`src/rtl/mmu_sel_pkg.sv`:
```
// Shared types and sizing helpers for the synchronous MMU token selector.
package mmu_sel_pkg;

    typedef enum logic [1:0] {
        SEL_IDLE = 2'd0,
        SEL_FIRE = 2'd1,
        SEL_WAIT = 2'd2
    } selState_t;

    // Width needed to hold an occupancy of 0..depth without wrapping.
    function automatic int unsigned cntWidth(input int unsigned depth);
        return (depth < 1) ? 1 : $clog2(depth + 1);
    endfunction

    function automatic int unsigned idxWidth(input int unsigned depth);
        return (depth > 1) ? $clog2(depth) : 1;
    endfunction

endpackage

```
`src/rtl/sel_fifo_mmu.sv`:
```
// Synchronous circular token buffer holding select vectors; registered count/full/empty.
module sel_fifo_mmu
    import mmu_sel_pkg::*;
#(
    parameter int unsigned WIDTH = 4,
    parameter int unsigned DEPTH = 2
) (
    input  logic                         clk,
    input  logic                         rstn,
    input  logic                         push,
    input  logic [WIDTH-1:0]             pushData,
    input  logic                         pop,
    output logic [WIDTH-1:0]             popData,
    output logic                         full,
    output logic                         empty,
    output logic [$clog2(DEPTH+1)-1:0]   count
);

    localparam int unsigned IdxW = idxWidth(DEPTH);
    localparam int unsigned CntW = cntWidth(DEPTH);

    logic [WIDTH-1:0] mem [DEPTH];
    logic [IdxW-1:0]  wrPtr;
    logic [IdxW-1:0]  rdPtr;
    logic             doPush;
    logic             doPop;
    logic [CntW-1:0]  countNext;

    function automatic logic [IdxW-1:0] nextPtr(input logic [IdxW-1:0] p);
        return (p == IdxW'(DEPTH - 1)) ? '0 : p + IdxW'(1);
    endfunction

    assign doPush    = push & ~full;
    assign doPop     = pop & ~empty;
    assign countNext = count + CntW'(doPush) - CntW'(doPop);
    assign popData   = mem[rdPtr];

    always_ff @(posedge clk or negedge rstn) begin
        if (!rstn) begin
            wrPtr <= '0;
            rdPtr <= '0;
            count <= '0;
            full  <= 1'b0;
            empty <= 1'b1;
        end else begin
            if (doPush) wrPtr <= nextPtr(wrPtr);
            if (doPop)  rdPtr <= nextPtr(rdPtr);
            count <= countNext;
            full  <= (countNext == CntW'(DEPTH));
            empty <= (countNext == '0);
        end
    end

    // Storage needs no reset: pointers and count define validity.
    always_ff @(posedge clk) begin
        if (doPush) mem[wrPtr] <= pushData;
    end

endmodule

```
`src/rtl/selector_n_sync_mmu.sv`:
```
// Clocked N-way multicast token selector with buffered drives and joined frees.
// Optional stall watchdog enabled by defining SEL_TIMEOUT_EN.
module selector_n_sync_mmu
    import mmu_sel_pkg::*;
#(
    parameter int unsigned NUM_PORTS = 4,
    parameter int unsigned DEPTH     = 2
`ifdef SEL_TIMEOUT_EN
    ,
    parameter int unsigned TIMEOUT_CYC = 1024
`endif
) (
    input  logic                         clk,
    input  logic                         rstn,
    input  logic                         i_drive,
    input  logic [NUM_PORTS-1:0]         i_select,
    output logic                         o_free,
    output logic [NUM_PORTS-1:0]         o_driveNext,
    input  logic [NUM_PORTS-1:0]         i_freeNext,
    output logic                         o_busy,
    output logic [$clog2(DEPTH+1)-1:0]   o_count,
    output logic                         o_err_overflow,
    output logic                         o_timeout
);

    localparam int unsigned CntW = cntWidth(DEPTH);

`ifdef SEL_TIMEOUT_EN
    localparam int unsigned WdW = (TIMEOUT_CYC > 2) ? $clog2(TIMEOUT_CYC) : 1;
    logic [WdW-1:0] wdog;
    logic [WdW-1:0] wdogNext;
    logic           abandon_c;
`endif

    selState_t            state;
    selState_t            stateNext;
    logic [NUM_PORTS-1:0] rSel;
    logic [NUM_PORTS-1:0] rSelNext;
    logic [NUM_PORTS-1:0] rPend;
    logic [NUM_PORTS-1:0] rPendNext;
    logic [NUM_PORTS-1:0] pendAfter_c;

    logic                 fifoFull;
    logic                 fifoEmpty;
    logic [NUM_PORTS-1:0] fifoHead;
    logic [CntW-1:0]      fifoCount;

    logic                 accept_c;
    logic                 pushTok_c;
    logic                 drop_c;
    logic                 pop_c;
    logic                 complete_c;
    logic [CntW-1:0]      countNext_c;

    logic                 freeNext_c;
    logic [NUM_PORTS-1:0] driveNext_c;
    logic                 busyNext_c;
    logic                 errNext_c;
    logic                 timeoutNext_c;

    // Room is judged on the registered occupancy only; a same-cycle pop does not help.
    assign accept_c    = i_drive & ~fifoFull;
    assign pushTok_c   = accept_c & (|i_select);
    assign drop_c      = i_drive & fifoFull;
    assign pendAfter_c = rPend & ~i_freeNext;

    sel_fifo_mmu #(
        .WIDTH (NUM_PORTS),
        .DEPTH (DEPTH)
    ) uFifo (
        .clk      (clk),
        .rstn     (rstn),
        .push     (pushTok_c),
        .pushData (i_select),
        .pop      (pop_c),
        .popData  (fifoHead),
        .full     (fifoFull),
        .empty    (fifoEmpty),
        .count    (fifoCount)
    );

    assign o_count = fifoCount;

    // State register with join and watchdog bookkeeping.
    always_ff @(posedge clk or negedge rstn) begin
        if (!rstn) begin
            state <= SEL_IDLE;
            rSel  <= '0;
            rPend <= '0;
`ifdef SEL_TIMEOUT_EN
            wdog  <= '0;
`endif
        end else begin
            state <= stateNext;
            rSel  <= rSelNext;
            rPend <= rPendNext;
`ifdef SEL_TIMEOUT_EN
            wdog  <= wdogNext;
`endif
        end
    end

    // Next-state: pop on idle, join frees, chain straight into the next token on completion.
    always_comb begin
        stateNext  = state;
        rSelNext   = rSel;
        rPendNext  = rPend;
        pop_c      = 1'b0;
        complete_c = 1'b0;
`ifdef SEL_TIMEOUT_EN
        abandon_c  = 1'b0;
`endif
        case (state)
            SEL_IDLE: begin
                if (!fifoEmpty) begin
                    pop_c     = 1'b1;
                    rSelNext  = fifoHead;
                    rPendNext = fifoHead;
                    stateNext = SEL_FIRE;
                end
            end
            SEL_FIRE: begin
                rPendNext = pendAfter_c;
                if (pendAfter_c == '0) complete_c = 1'b1;
                else                   stateNext  = SEL_WAIT;
            end
            SEL_WAIT: begin
                rPendNext = pendAfter_c;
                if (pendAfter_c == '0) begin
                    complete_c = 1'b1;
`ifdef SEL_TIMEOUT_EN
                end else if (wdog == WdW'(TIMEOUT_CYC - 1)) begin
                    complete_c = 1'b1;
                    abandon_c  = 1'b1;
`endif
                end
            end
            default: stateNext = SEL_IDLE;
        endcase
        if (complete_c) begin
            if (!fifoEmpty) begin
                pop_c     = 1'b1;
                rSelNext  = fifoHead;
                rPendNext = fifoHead;
                stateNext = SEL_FIRE;
            end else begin
                rPendNext = '0;
                stateNext = SEL_IDLE;
            end
        end
`ifdef SEL_TIMEOUT_EN
        wdogNext = wdog;
        if (stateNext == SEL_FIRE)
            wdogNext = '0;
        else if (state == SEL_WAIT && stateNext == SEL_WAIT)
            wdogNext = wdog + WdW'(1);
`endif
    end

    // Output values for the coming cycle, aligned with the registered state.
    always_comb begin
        freeNext_c    = accept_c;
        driveNext_c   = (stateNext == SEL_FIRE) ? rSelNext : '0;
        countNext_c   = fifoCount + CntW'(pushTok_c) - CntW'(pop_c);
        busyNext_c    = (stateNext != SEL_IDLE) | (countNext_c != '0);
        errNext_c     = o_err_overflow | drop_c;
`ifdef SEL_TIMEOUT_EN
        timeoutNext_c = o_timeout | abandon_c;
`else
        timeoutNext_c = 1'b0;
`endif
    end

    always_ff @(posedge clk or negedge rstn) begin
        if (!rstn) begin
            o_free         <= 1'b0;
            o_driveNext    <= '0;
            o_busy         <= 1'b0;
            o_err_overflow <= 1'b0;
            o_timeout      <= 1'b0;
        end else begin
            o_free         <= freeNext_c;
            o_driveNext    <= driveNext_c;
            o_busy         <= busyNext_c;
            o_err_overflow <= errNext_c;
            o_timeout      <= timeoutNext_c;
        end
    end

endmodule
```
`config.mk`:
```
export PLATFORM = sky130hd
export DESIGN_NAME = selector_n_sync_mmu
export DESIGN_NICKNAME = d
export VERILOG_FILES = /design/src/rtl/mmu_sel_pkg.sv /design/src/rtl/sel_fifo_mmu.sv /design/src/rtl/selector_n_sync_mmu.sv
export SDC_FILE = /design/constraint.sdc
export NUM_CORES = 1
export LEC_CHECK = 0
export BUFFER_PORTS_ARGS = -buffer_cell sky130_fd_sc_hd__buf_2
export CAP_MARGIN = 15
export CORE_MARGIN = 2
export CORE_UTILIZATION = 42
export CTS_BUF_LIST = sky130_fd_sc_hd__clkbuf_4
export CTS_CLUSTER_DIAMETER = 30
export DETAILED_ROUTE_END_ITERATION = 10
export GPL_ROUTABILITY_DRIVEN = 0
export MAX_ROUTING_LAYER = met4
export PLACE_DENSITY_LB_ADDON = 0.2
export SLEW_MARGIN = 20
export SYNTH_ARGS = -nofsm -noshare
export SYNTH_HDL_FRONTEND = slang
export SYNTH_HIERARCHICAL = 1
export SYNTH_SLANG_ARGS = --single-unit
```
`constraint.sdc`:
```
create_clock -name clk -period 3.4 [get_ports clk]
set_clock_uncertainty 0.15 [all_clocks]
set_input_delay 0.34 -clock clk [delete_from_list [all_inputs] [get_ports clk]]
set_output_delay 0.34 -clock clk [all_outputs]
set_load 0.1 [all_outputs]
```
Word-level counts from Yosys, hierarchy flattened. Memory sizes are Yosys's and may differ from the RTL's. Cells that the tools add are included.

Bits of input ports: 11. Output and inout port bits: 10. Memories kept: 1. Word-level logic and storage cells: 68. Bits in writable memories: 8. Bits in registers: 23.

Memory list: uFifo.mem (words 2, bits a word 4, read ports 1, clocked after Yosys merged registers in 0, wr ports 1, RTL line sel_fifo_mmu.sv:22) `logic [WIDTH-1:0] mem [DEPTH];`.

Equal/unequal tests: 5. Bitwise gates (word level): 11. Mux-type cells: 24. Reduce and logical (&&, ||, !) cells: 9. Add/sub/neg operators: 6.

Operators by type and width (count): $mux 4 (8); $mux 1 (11); $pmux 4 s2 (1); $mux 2 (3); $pmux 2 s3 (1); $and 1x1->1 (5); $add 2x1->2 (2); $and 4x4->4 (1); $eq 2x1->1 const B (2); $eq 2x2->1 const B (2); $logic_not 2->1 (2); $logic_not 4->1 (1); $not 4->4 (1); $reduce_bool 2->1 (2); $reduce_or 4->1 (1); $sub 2x1->2 (2); $ne 3x3->1 const B (1); $reduce_bool 3->1 (1); $add 1x1->1 const B (2); $not 1->1 (2); $or 1x1->1 (2); $reduce_and 2->1 (1); $reduce_or 2->1 (1).

Longest topological paths before layout. Gate-level depths: netlist of the first run.

Depth after elaboration: 9. Gate-level depth with buffers: 12. Depth with buffers taken out: 11.

Hierarchy. Netlist of the first run, hierarchy kept.

By module, submodules not included: selector_n_sync_mmu (times used 1, sequential area each 425.4 sq um, area each 1017.2 sq um, cells each 107); sel_fifo_mmu (times used 1, sequential area each 391.6 sq um, area each 576.8 sq um, cells each 33).

Worst setup path after synthesis of the first run. Ideal clock, no wire load.

Kind: flip-flop to flip-flop. From: register state[0]. To: register o_busy. Buffers on the path: 1. Clock period less this slack: 3.040 ns. Setup time: 0.131 ns. Arrival: 2.759 ns. Path slack: 0.360 ns. Data required time: 3.119 ns. Cell stages (with the launch flop): 13. Path through: dfrtp_1 inv_1 ha_1 clkbuf_1 a21oi_1 nor2_1 ha_1 inv_1 ha_1 xor2_1 xnor2_1 nand2b_1 or3b_1.

Cells in the longest elaborated chain, start to end: 7. Elaborated cells on any way between the ends: 16. Classes of those cells: add/sub (1); eq/ne (2); mux (8); bitwise (1); reduce/logical (4).

RTL lines: start, declared (RTL line selector_n_sync_mmu.sv:35) `selState_t state;`; start signal, assigned (RTL line selector_n_sync_mmu.sv:94) `state <= stateNext;`; $eq 2x2->1, or another cell as far along (RTL line selector_n_sync_mmu.sv:113) `case (state)`; $reduce_or 2->1 (no line) / $mux 1 (equally long branches); $mux 1, on equally long branches; $mux 1 (*) (RTL line selector_n_sync_mmu.sv:140) `if (complete_c) begin`; net pop_c (RTL line selector_n_sync_mmu.sv:51) `logic pop_c;`; $sub 2x1->2 (*) (RTL line selector_n_sync_mmu.sv:164) `countNext_c = fifoCount + CntW'(pushTok_c) - CntW'(pop_c);`; $reduce_bool 2->1 (*) (RTL line selector_n_sync_mmu.sv:165) `busyNext_c = (stateNext != SEL_IDLE) | (countNext_c != '0);`; $or 1x1->1 (*) (RTL line selector_n_sync_mmu.sv:165); net busyNext_c (RTL line selector_n_sync_mmu.sv:57) `logic busyNext_c;`; end signal, assigned (RTL line selector_n_sync_mmu.sv:184) `o_busy <= busyNext_c;`; end, declared (RTL line selector_n_sync_mmu.sv:20) `output logic o_busy,`.

Mark *: on every way through the listed nets, which the timed path passes. The rest lies on a longest branch. A chain may end at the register's enable or synchronous reset.

Final worst setup path of the first run.
From: register rPend[0]. To: register o_busy.

Cells in the longest elaborated chain, start to end: 8. Elaborated cells on any way between the ends: 12. Classes of those cells: add/sub (1); mux (6); bitwise (2); reduce/logical (3).

RTL lines: start, declared (RTL line selector_n_sync_mmu.sv:39) `logic [NUM_PORTS-1:0] rPend;`; start signal, assigned (RTL line selector_n_sync_mmu.sv:96) `rPend <= rPendNext;`; $and 4x4->4 (RTL line selector_n_sync_mmu.sv:65) `assign pendAfter_c = rPend & ~i_freeNext;`; $logic_not 4->1 (RTL line selector_n_sync_mmu.sv:124, selector_n_sync_mmu.sv:129); $mux 1 (RTL line selector_n_sync_mmu.sv:124, selector_n_sync_mmu.sv:129); $mux 1; $mux 1 (RTL line selector_n_sync_mmu.sv:140); net pop_c (RTL line selector_n_sync_mmu.sv:51); $sub 2x1->2 (RTL line selector_n_sync_mmu.sv:164); $reduce_bool 2->1 (RTL line selector_n_sync_mmu.sv:165); $or 1x1->1 (RTL line selector_n_sync_mmu.sv:165); net busyNext_c (RTL line selector_n_sync_mmu.sv:57).

The timed path passes the listed nets, and every way through them passes these cells.

==> results of run 1 <==
[logic make-up (layout without fill, tap and decap cells)]
| kind of cell | Yosys count | after routing | synth area share (%) |
|---|---|---|---|
| AND/OR/NAND/NOR | 39 | 39 | 13.4 |
| AO/OA/AOI/OAI | 34 | 34 | 16.7 |
| flip-flops | 31 | 31 | 51.3 |
| buffers and inverters | 14 | 39 | 4.24 |
| multiplexers | 8 | 8 | 5.34 |
| adder cells (fa/ha/maj) | 7 | 7 | 5.49 |
| XOR/XNOR | 6 | 6 | 3.30 |
| other | 1 | 1 | 0.235 |
[cells in the final DEF, fill, tap and decap left out, types with 2 or more instances in the layout]
cell type,Yosys,routed
o21ai_0,4,4
nor3_2,2,2
dfrtp_1,22,22
a21oi_1,8,8
xor2_1,2,2
a221oi_1,4,4
clkbuf_4,0,6
nand2_1,17,17
mux2_2,4,4
nor2b_4,2,2
ha_1,7,7
edfxtp_1,8,8
xnor2_1,4,4
and2_1,2,2
nor2_1,8,8
a22o_1,4,4
buf_2,0,19
inv_1,7,7
clkinv_1,1,2
buf_4,2,3
a211oi_1,4,4
mux2i_1,4,4
nand2b_1,2,2
nor2b_1,4,4
[metal layers]
metal	wire length (um)	vias to the layer above	track usage (%)	share of wire (%)
li1	-	544	-	-
met1	1220	504	17.2	43
met2	1470	27	27.7	52
met3	128	2	3.77	4.5
met4	21	0	7.81	0.74
met5	0	-	-	0
[layout make-up]
cell class              instances  area share (%)
repair buffers                 23            7.10
inverters                       8            1.67
clock inverters                 2           0.487
clock buffers                   6            2.51
multi-input cells              95            39.5
well taps                      48            3.34
flip-flops and latches         31            45.4
[sequential cells by signal (all words and copies together) (netlist names)]
register        count
o_free              1
uFifo/rdPtr         1
uFifo/wrPtr         1
uFifo/empty         1
rPend               4
o_driveNext         4
rSel                4
uFifo/full          1
uFifo/count         2
uFifo/mem           8
state               2
o_busy              1
o_err_overflow      1
[per-stage QoR]
| stage | utilization [%] | instances | cell area (sq um) |
|---|---|---|---|
| 2_1_floorplan | - | 140 | 1590 |
| 3_3_place_gp | 47.4 | 204 | 1730 |
| 3_5_place_dp | 47.4 | 204 | 1730 |
| 4_1_cts | 49.1 | 213 | 1800 |
| 5_1_grt | 49.1 | 213 | 1800 |
| 6_report | 49.1 | 213 | 1800 |
[worst max-delay path: cells and delay by family, from the launching register on]
family / cells / cell delay (ns)
adder cells (fa/ha/maj): 2 / 0.43
flip-flops: 1 / 0.40
XOR/XNOR: 2 / 0.32
AND/OR/NAND/NOR: 4 / 0.82
buffers and inverters: 1 / 0.05
AO/OA/AOI/OAI: 2 / 0.58
[final timing paths]
kind	startpoint	end	slack [ns]	cells past startpoint
setup / recovery	rPend[0]	o_busy	0.52	11
hold / removal	i_select[1]	uFifo/mem[0][1]	0.07	1
setup reg to reg	rPend[0]	o_busy	0.52	11
hold reg to reg	o_err_overflow	o_err_overflow	0.33	1
max in group asynchronous	rstn	uFifo/empty	2.37	2
min in group asynchronous	rstn	uFifo/full	0.36	2
==> impl_results.md, run 1 <==
* Starting density of the core at 43.5%
* DIE AREA at 4300 sq um
* Headroom to the max-slew limit at 64.3%
* CP peak stage delay at 0.42 ns
* Routed WL per cell at 13.3 um
* Clock Tree Buf Depth at 2
* Post-synthesis cell type count at 38
* Yosys reg bits at 31
* Initial DRC count at 57
* Io pins at 21
* Status: finished, final reports clean
* CP dominant cell by count: ha_1
* Area of the multi-input gates at 709 sq um
* Final Max Tran Viols at 0
* Endpoints failing setup at 0
* Total gr overflow at 0
* WP data arrival at 2.92 ns
* First-pass GRT wire length at 4.97 mm
* Via density at 5.06
* Setup Fix Bufs, Post-CTS at 0
* Clock latency on the worst-skew pair at 0.32 ns
* Setup ws final at 0.519 ns
* Rows at 22
* CTS clk-pin slew, worst paths at 0.09 ns
* Period utilisation layout at 84.7%
* Die H at 65.6 um
* # resized after CTS at 0
* Top_reg_cell synth: dfrtp_1
* Hold Slack at 0.0723 ns
* Synth top area cells: dfrtp_1 (35%), edfxtp_1 (15%), ha_1 (5.5%)
* Share of Yosys cell area claimed by the top area cell type at 34.5%
* Synth cell count leaders: dfrtp_1 (22), nand2_1 (17), a21oi_1 (8), edfxtp_1 (8), nor2_1 (8)
* Total negative slack at 0 ns
* Number of global-route vias before repair at 1,135
* Aggregate global-route resource usage at 16.0%
* Net Count, Synth at 158
* Max-cap violations at 0
* Dpl ws at 0.497 ns
* Highest clock rate at 347 MHz
* WS Path Type: reg -> reg
* Final Hold Fails at 0
* Hold-fix buffers at CTS at 1
* DRT Pass-1 Iters at 4
* Startpoint class of the critical path: flop
* Final nets at 182
* Layout filler cell count at 345
* Crit-path cells: nor2b_4, a2111oi_4, a21oi_1, nor2_1, ha_1, inv_1, ha_1, xor2_1, xnor2_1, nand2b_1, or3b_1
* Hold Path Class: in -> reg
* Port bufs at 19
* Worst Tran Pin Value at 0.528 ns
* CTS tree: built
* Number of remaining DRC errors at 0
* Syn Inst Count at 140
* Largest net degree at the start of global routing at 24
* Unrepaired setup endpoints after global routing: no
* Syn avg cell area at 11.4 sq um
* Initial antenna violation count at 0
* FF+latch area at 817 sq um
* Syn Std Cell Area at 1590 sq um
* Clock buffer count from CTS at 5
* Area Overhead vs Synth at 12.8%
* Post-DRT Antenna Nets at 0
* CP Capture Type: flop
* Synth warn at 6
* Dpl hpwl at 2.15 mm
* Number of flops mapped to enable cells by yosys at 8
* Ys async rst share at 74.2%
* Slowest-stage cell, CP: a2111oi_4
* CP max FO at 5
* Largest area contributor in the netlist: dfrtp_1
* Seq/Total Area, Yosys at 51.3%
* Clk root buf: clkbuf_4
* Most frequent cell after synthesis: dfrtp_1
* Layout cells sized above 1 at 25.5%
* Vias post-DR at 1,077
* # diodes at 0
* Clock sink count at 31
* Fin crit period at 2.88 ns
* Worst EP required at 3.44 ns
* Core area at 3660 sq um
* Htree depth at 2
* Die W at 65.6 um
* Wirelength, routed at 2.84 mm
Power of run 1 is not shown: default switching activity piles up to over one toggle a cycle in this logic, so the estimate is an artifact.
==> run 2: changes to the inputs <==
clock period = 2.4 ns   (was 3.4 ns; I/O delays follow)
==> run 2 against run 1 <==
Net effect:
- the run now ends with setup timing left
- global-route usage increased by 2.4 points
- cell count rose by 8.5%
- worst setup slack got worse by 0.68 ns
- wire length grew 17%
- critical path type unchanged
- highest routed layer unchanged
==> impl_results.md, run 2 (same netlist as run 1, synthesis figures left out) <==
* Status: finished, violations left
* Post-DRT Antenna Nets at 0
* Clock Tree Buf Depth at 2
* CP endpoint: o_busy
* Startpoint class of the critical path: flop
* # diodes at 0
* Final Non-Filler Cells at 231
* Final nets at 200
* Die W at 65.6 um
* FF-to-FF path depth at 11
* Clock buffer count from CTS at 5
* First-pass GRT wire length at 5.68 mm
* Max reg flops at 8
* Failing checks: setup timing
* WP data arrival at 2.61 ns
* Starting density of the core at 43.5%
* Unrepaired setup endpoints after global routing: yes
* Largest net degree at the start of global routing at 24
* Max-cap violations at 0
* CTS clk-pin slew, worst paths at 0.10 ns
* R2r setup slk at -0.16 ns
* Rows at 22
* Total negative slack at -0.401 ns
* Buffers and inverters on the worst path at 1
* Clk root buf: clkbuf_4
* Initial DRC count at 51
* Final Util at 55.1%
* CP Capture Type: flop
* WS Path Type: reg -> reg
* Io pins at 21
* Slowest-stage cell, CP: dfrtp_1
* Hold Slack at 0.0365 ns
* Layout filler cell count at 329
* Endpoints failing setup at 4
* Worst Tran Pin Value at 0.533 ns
* Dpl cells at 215
* Area Overhead vs Synth at 26.5%
* Dpl hpwl at 2.43 mm
* Final Hold Fails at 0
* DRT Pass-1 Iters at 4
* Highest clock rate at 390 MHz
* Htree depth at 2
* Crit-path cells: nor2b_4, a2111oi_4, a21oi_4, nor2_4, ha_4, inv_2, ha_4, xor2_2, xnor2_1, nand2b_1, or3b_1
* Initial antenna violation count at 0
* Aggregate global-route resource usage at 18.4%
* Final Max Tran Viols at 0
* Layout cells sized above 1 at 35.5%
* CP max FO at 2
* Worst EP required at 2.44 ns
* CP Depth at 11
* Routed WL per cell at 14.3 um
* Via density at 5.23
* CP peak stage delay at 0.40 ns
* CTS tree: built
* CP dominant cell by count: ha_4
* Number of global-route vias before repair at 1,284
* Worst r2r src: rPend[2]
* Hold Path Class: in -> reg
* Wirelength, routed at 3.31 mm
* Vias post-DR at 1,208
* Die H at 65.6 um
* Setup ws final at -0.163 ns
* Clock latency on the worst-skew pair at 0.33 ns
* Fin crit period at 2.56 ns
* DIE AREA at 4300 sq um
* Total gr overflow at 0
* Top reg by flops: uFifo/mem
* Period utilisation layout at 107%
* Core area at 3660 sq um
* Most common cell after layout, fill and taps aside: dfrtp_1
* CP delay by family, top: simple AND/OR/NAND/NOR gates
* Crit path from: rPend[2]
* Number of remaining DRC errors at 0
* FF-to-FF End: o_busy
* Port bufs at 19
* Clock sink count at 31
* Commonest non-fill, non-tap cells in the layout: dfrtp_1 (22), buf_2 (19), nand2_1 (17)
* Headroom to the max-slew limit at 64.5%
==> run 2: changes by cell type in the layout (fill, tap and decap cells not counted), sizes merged <==
cell         change
buf             +13
dlygate4sd3      +5
==> run 2: metrics by stage <==
step	cell area (sq um)	worst slack, ns
floorplan	1640	-0.269
global placement	1850	-0.146
detailed placement	1850	-0.263
CTS	2000	-0.179
global route	2020	-0.250
finish	2020	-0.163
==> run 2: routing by layer <==
metal	GRT usage, %	share of wire [%]	up-vias
met4	8.33	1.5	0
met2	32.7	52	24
li1	-	-	576
met5	-	0	-
met1	19.5	43	601
met3	4.11	3.6	7
==> run 2: how the worst min path moves through the flow <==
| stage | startpoint | cells past startpoint | endpoint | slack (ns) |
|---|---|---|---|---|
| 3_5_place_dp | rstn | 1 | state[0] | 0.1 |
| 4_1_cts | i_drive | 2 | o_free | 0.02 |
| 3_3_place_gp | rstn | 1 | o_driveNext[1] | 0.1 |
| 5_1_grt | i_drive | 2 | o_free | 0.02 |
| 6_report | i_drive | 2 | o_free | 0.04 |
| 2_1_floorplan | rstn | 0 | o_busy | -0.21 |
==> run 2: cell type report <==
class	count	area [sq um]	share of cell area, %
Clock buffer	6	45.0	2.23
Clock inverter	2	8.76	0.434
Sequential cell	31	817	40.5
Inverter	8	30.0	1.49
Multi-Input combinational cell	95	781	38.7
Tap cell	48	60.1	2.98
Timing Repair Buffer	41	275	13.6
==> run 2: worst register-to-register path: stages, from the launching register on <==
cell and delay (ns):
dfrtp_1 0.40, nor2b_4 0.14, a2111oi_4 0.40, a21oi_4 0.11, nor2_4 0.13, ha_4 0.21, inv_2 0.06, ha_4 0.12
xor2_2 0.15, xnor2_1 0.14, nand2b_1 0.06, or3b_1 0.38
==> run 2: what timing repair did <==
action                                  in CTS  in global routing
endpoints found under the hold margin       31                  0
resized for setup                            5                  2
pin swaps                                    6                  6
setup buffers                                1                  1
endpoints found under the setup margin       1                  4
hold buffers                                 6                  0
Power of run 2 is left out for the same reason.
==> run 3: changes to the inputs <==
CORE_ASPECT_RATIO = 0.7   (was not set)
clock period = 2.5 ns   (was 2.4 ns; I/O delays follow)
==> run 3 against run 2 <==
Net effect:
- the run still ends with setup timing left
- first-iteration DRC count up 86%
- sequential share of layout area hardly changed
- non-clock buffer count fell by 3
- utilization grew 1.3 points
- clock-buffer cell count grew 2
- worst setup slack better by 0.14 ns
- critical path depth did not move
- register-to-register slack gained 0.14 ns
- maximum frequency is 1.5% higher
- cell count shrank 0.43%
- worst hold slack better by 0.21 ns
- largest cell class unchanged
- highest routed layer unchanged
==> impl_results.md, run 3 (same netlist as run 1, synthesis figures left out) <==
* Number of global-route vias before repair at 1,221
* Starting density of the core at 44.5%
* Area Overhead vs Synth at 26.6%
* CP max FO at 2
* Die W at 77.6 um
* FF-to-FF path depth at 11
* Hold Slack at 0.247 ns
* Max reg flops at 8
* Layout filler cell count at 314
* Initial DRC count at 95
* Commonest non-fill, non-tap cells in the layout: dfrtp_1 (22), buf_2 (19), nand2_1 (17)
* Worst hold path cell count at 4
* Layout cells sized above 1 at 36.1%
* Clk root buf: clkbuf_4
* Clock buffer count from CTS at 5
* R2r setup slk at -0.03 ns
* Clock Tree Buf Depth at 2
* WP data arrival at 2.60 ns
* Post-DRT Antenna Nets at 0
* HP Start: i_freeNext[3]
* Vias post-DR at 1,197
* Startpoint class of the critical path: flop
* Routed WL per cell at 15.6 um
* Period utilisation layout at 101%
* Largest net degree at the start of global routing at 24
* Fin crit period at 2.53 ns
* CTS tree: built
* Placed Area at 1820 sq um
* Port bufs at 19
* Core area at 3580 sq um
* Headroom to the max-slew limit at 64.4%
* Worst EP required at 2.57 ns
* Unrepaired setup endpoints after global routing: yes
* First-pass GRT wire length at 5.85 mm
* Clock latency on the worst-skew pair at 0.33 ns
* DRT Pass-1 Iters at 4
* Wirelength, routed at 3.60 mm
* Grt peak-use layer: met2
* Number of remaining DRC errors at 0
* Via density at 5.20
* Failing checks: setup timing
* Total gr overflow at 0
* # diodes at 0
* Aggregate global-route resource usage at 18.3%
* CTS clk-pin slew, worst paths at 0.10 ns
* Status: finished, violations left
* Max-cap violations at 0
* Clock sink count at 31
* FF-to-FF End: o_busy
* Rows at 18
* Crit path from: rPend[2]
* Setup ws final at -0.0264 ns
* Final nets at 197
* Io pins at 21
* Worst r2r src: rPend[2]
* Final Hold Fails at 0
* Final Max Tran Viols at 0
* Initial antenna violation count at 0
* Htree depth at 2
* Worst Tran Pin Value at 0.534 ns
* Die H at 55.5 um
* CP Capture Type: flop
* Endpoints failing setup at 1
* Top reg by flops: uFifo/mem
* Dpl hpwl at 2.50 mm
* Most common cell after layout, fill and taps aside: dfrtp_1
* DIE AREA at 4310 sq um
* WS Path Type: reg -> reg
* Highest clock rate at 396 MHz
* GR Util met3 at 4.41%
* Fin area at 2020 sq um
* Hold Path Class: in -> reg
* GR Util met2 at 27.1%
* Worst hold endpoint: rPend[3]
* GR Util met1 at 24.8%
[run 3: routing by layer]
metal  wire (um)  up-vias
met3         156        5
met4          39        0
met2        1680       27
met5           0        -
li1            -      570
met1        1720      595
[run 3: timing repair]
item	in CTS	in global routing
endpoints found under the hold margin	31	0
endpoints found under the setup margin	1	4
resized for setup	5	5
gates cloned	0	0
pin swaps	6	5
hold buffers	6	0
setup buffers	2	1
[run 3: worst max-delay path: stages, from the launching register on]
cell	delay, ns
dfrtp_1	0.41
nor2b_4	0.14
a2111oi_4	0.42
a21oi_4	0.11
nor2_4	0.13
ha_4	0.21
inv_2	0.06
ha_4	0.13
xor2_2	0.14
xnor2_1	0.13
nand2b_1	0.06
or3b_1	0.34
[run 3: worst max path at each step]
stage / endpoint / slack, ns / depth (start not counted)
after detailed placement: o_busy / -0.18 / 11
final: o_busy / -0.03 / 11
after global routing: o_busy / -0.15 / 11
after global placement: o_busy / -0.06 / 11
after CTS: o_busy / -0.09 / 11
after floorplan: o_busy / -0.17 / 11
[run 3: per-stage QoR]
step	TNS (ns)	cells	utilization, %	setup WS (ns)
3_3_place_gp	-0.0568	213	50.8	-0.0568
6_report	-0.0264	230	56.4	-0.0264
4_1_cts	-0.164	229	55.5	-0.0874
3_5_place_dp	-0.176	213	50.8	-0.176
5_1_grt	-0.439	230	56.4	-0.148
2_1_floorplan	-0.169	140	-	-0.169
[run 3: final cells by class]
cell class                 count  area, sq um  share of cell area [%]
inverter                       8         30.0                    1.49
sequential                    31          817                    40.5
tap                           50         62.6                    3.10
multi-input combinational     95          796                    39.4
clock buffer                   8         60.1                    2.98
timing repair buffer          38          253                    12.5
Power of run 3 is left out for the same reason.
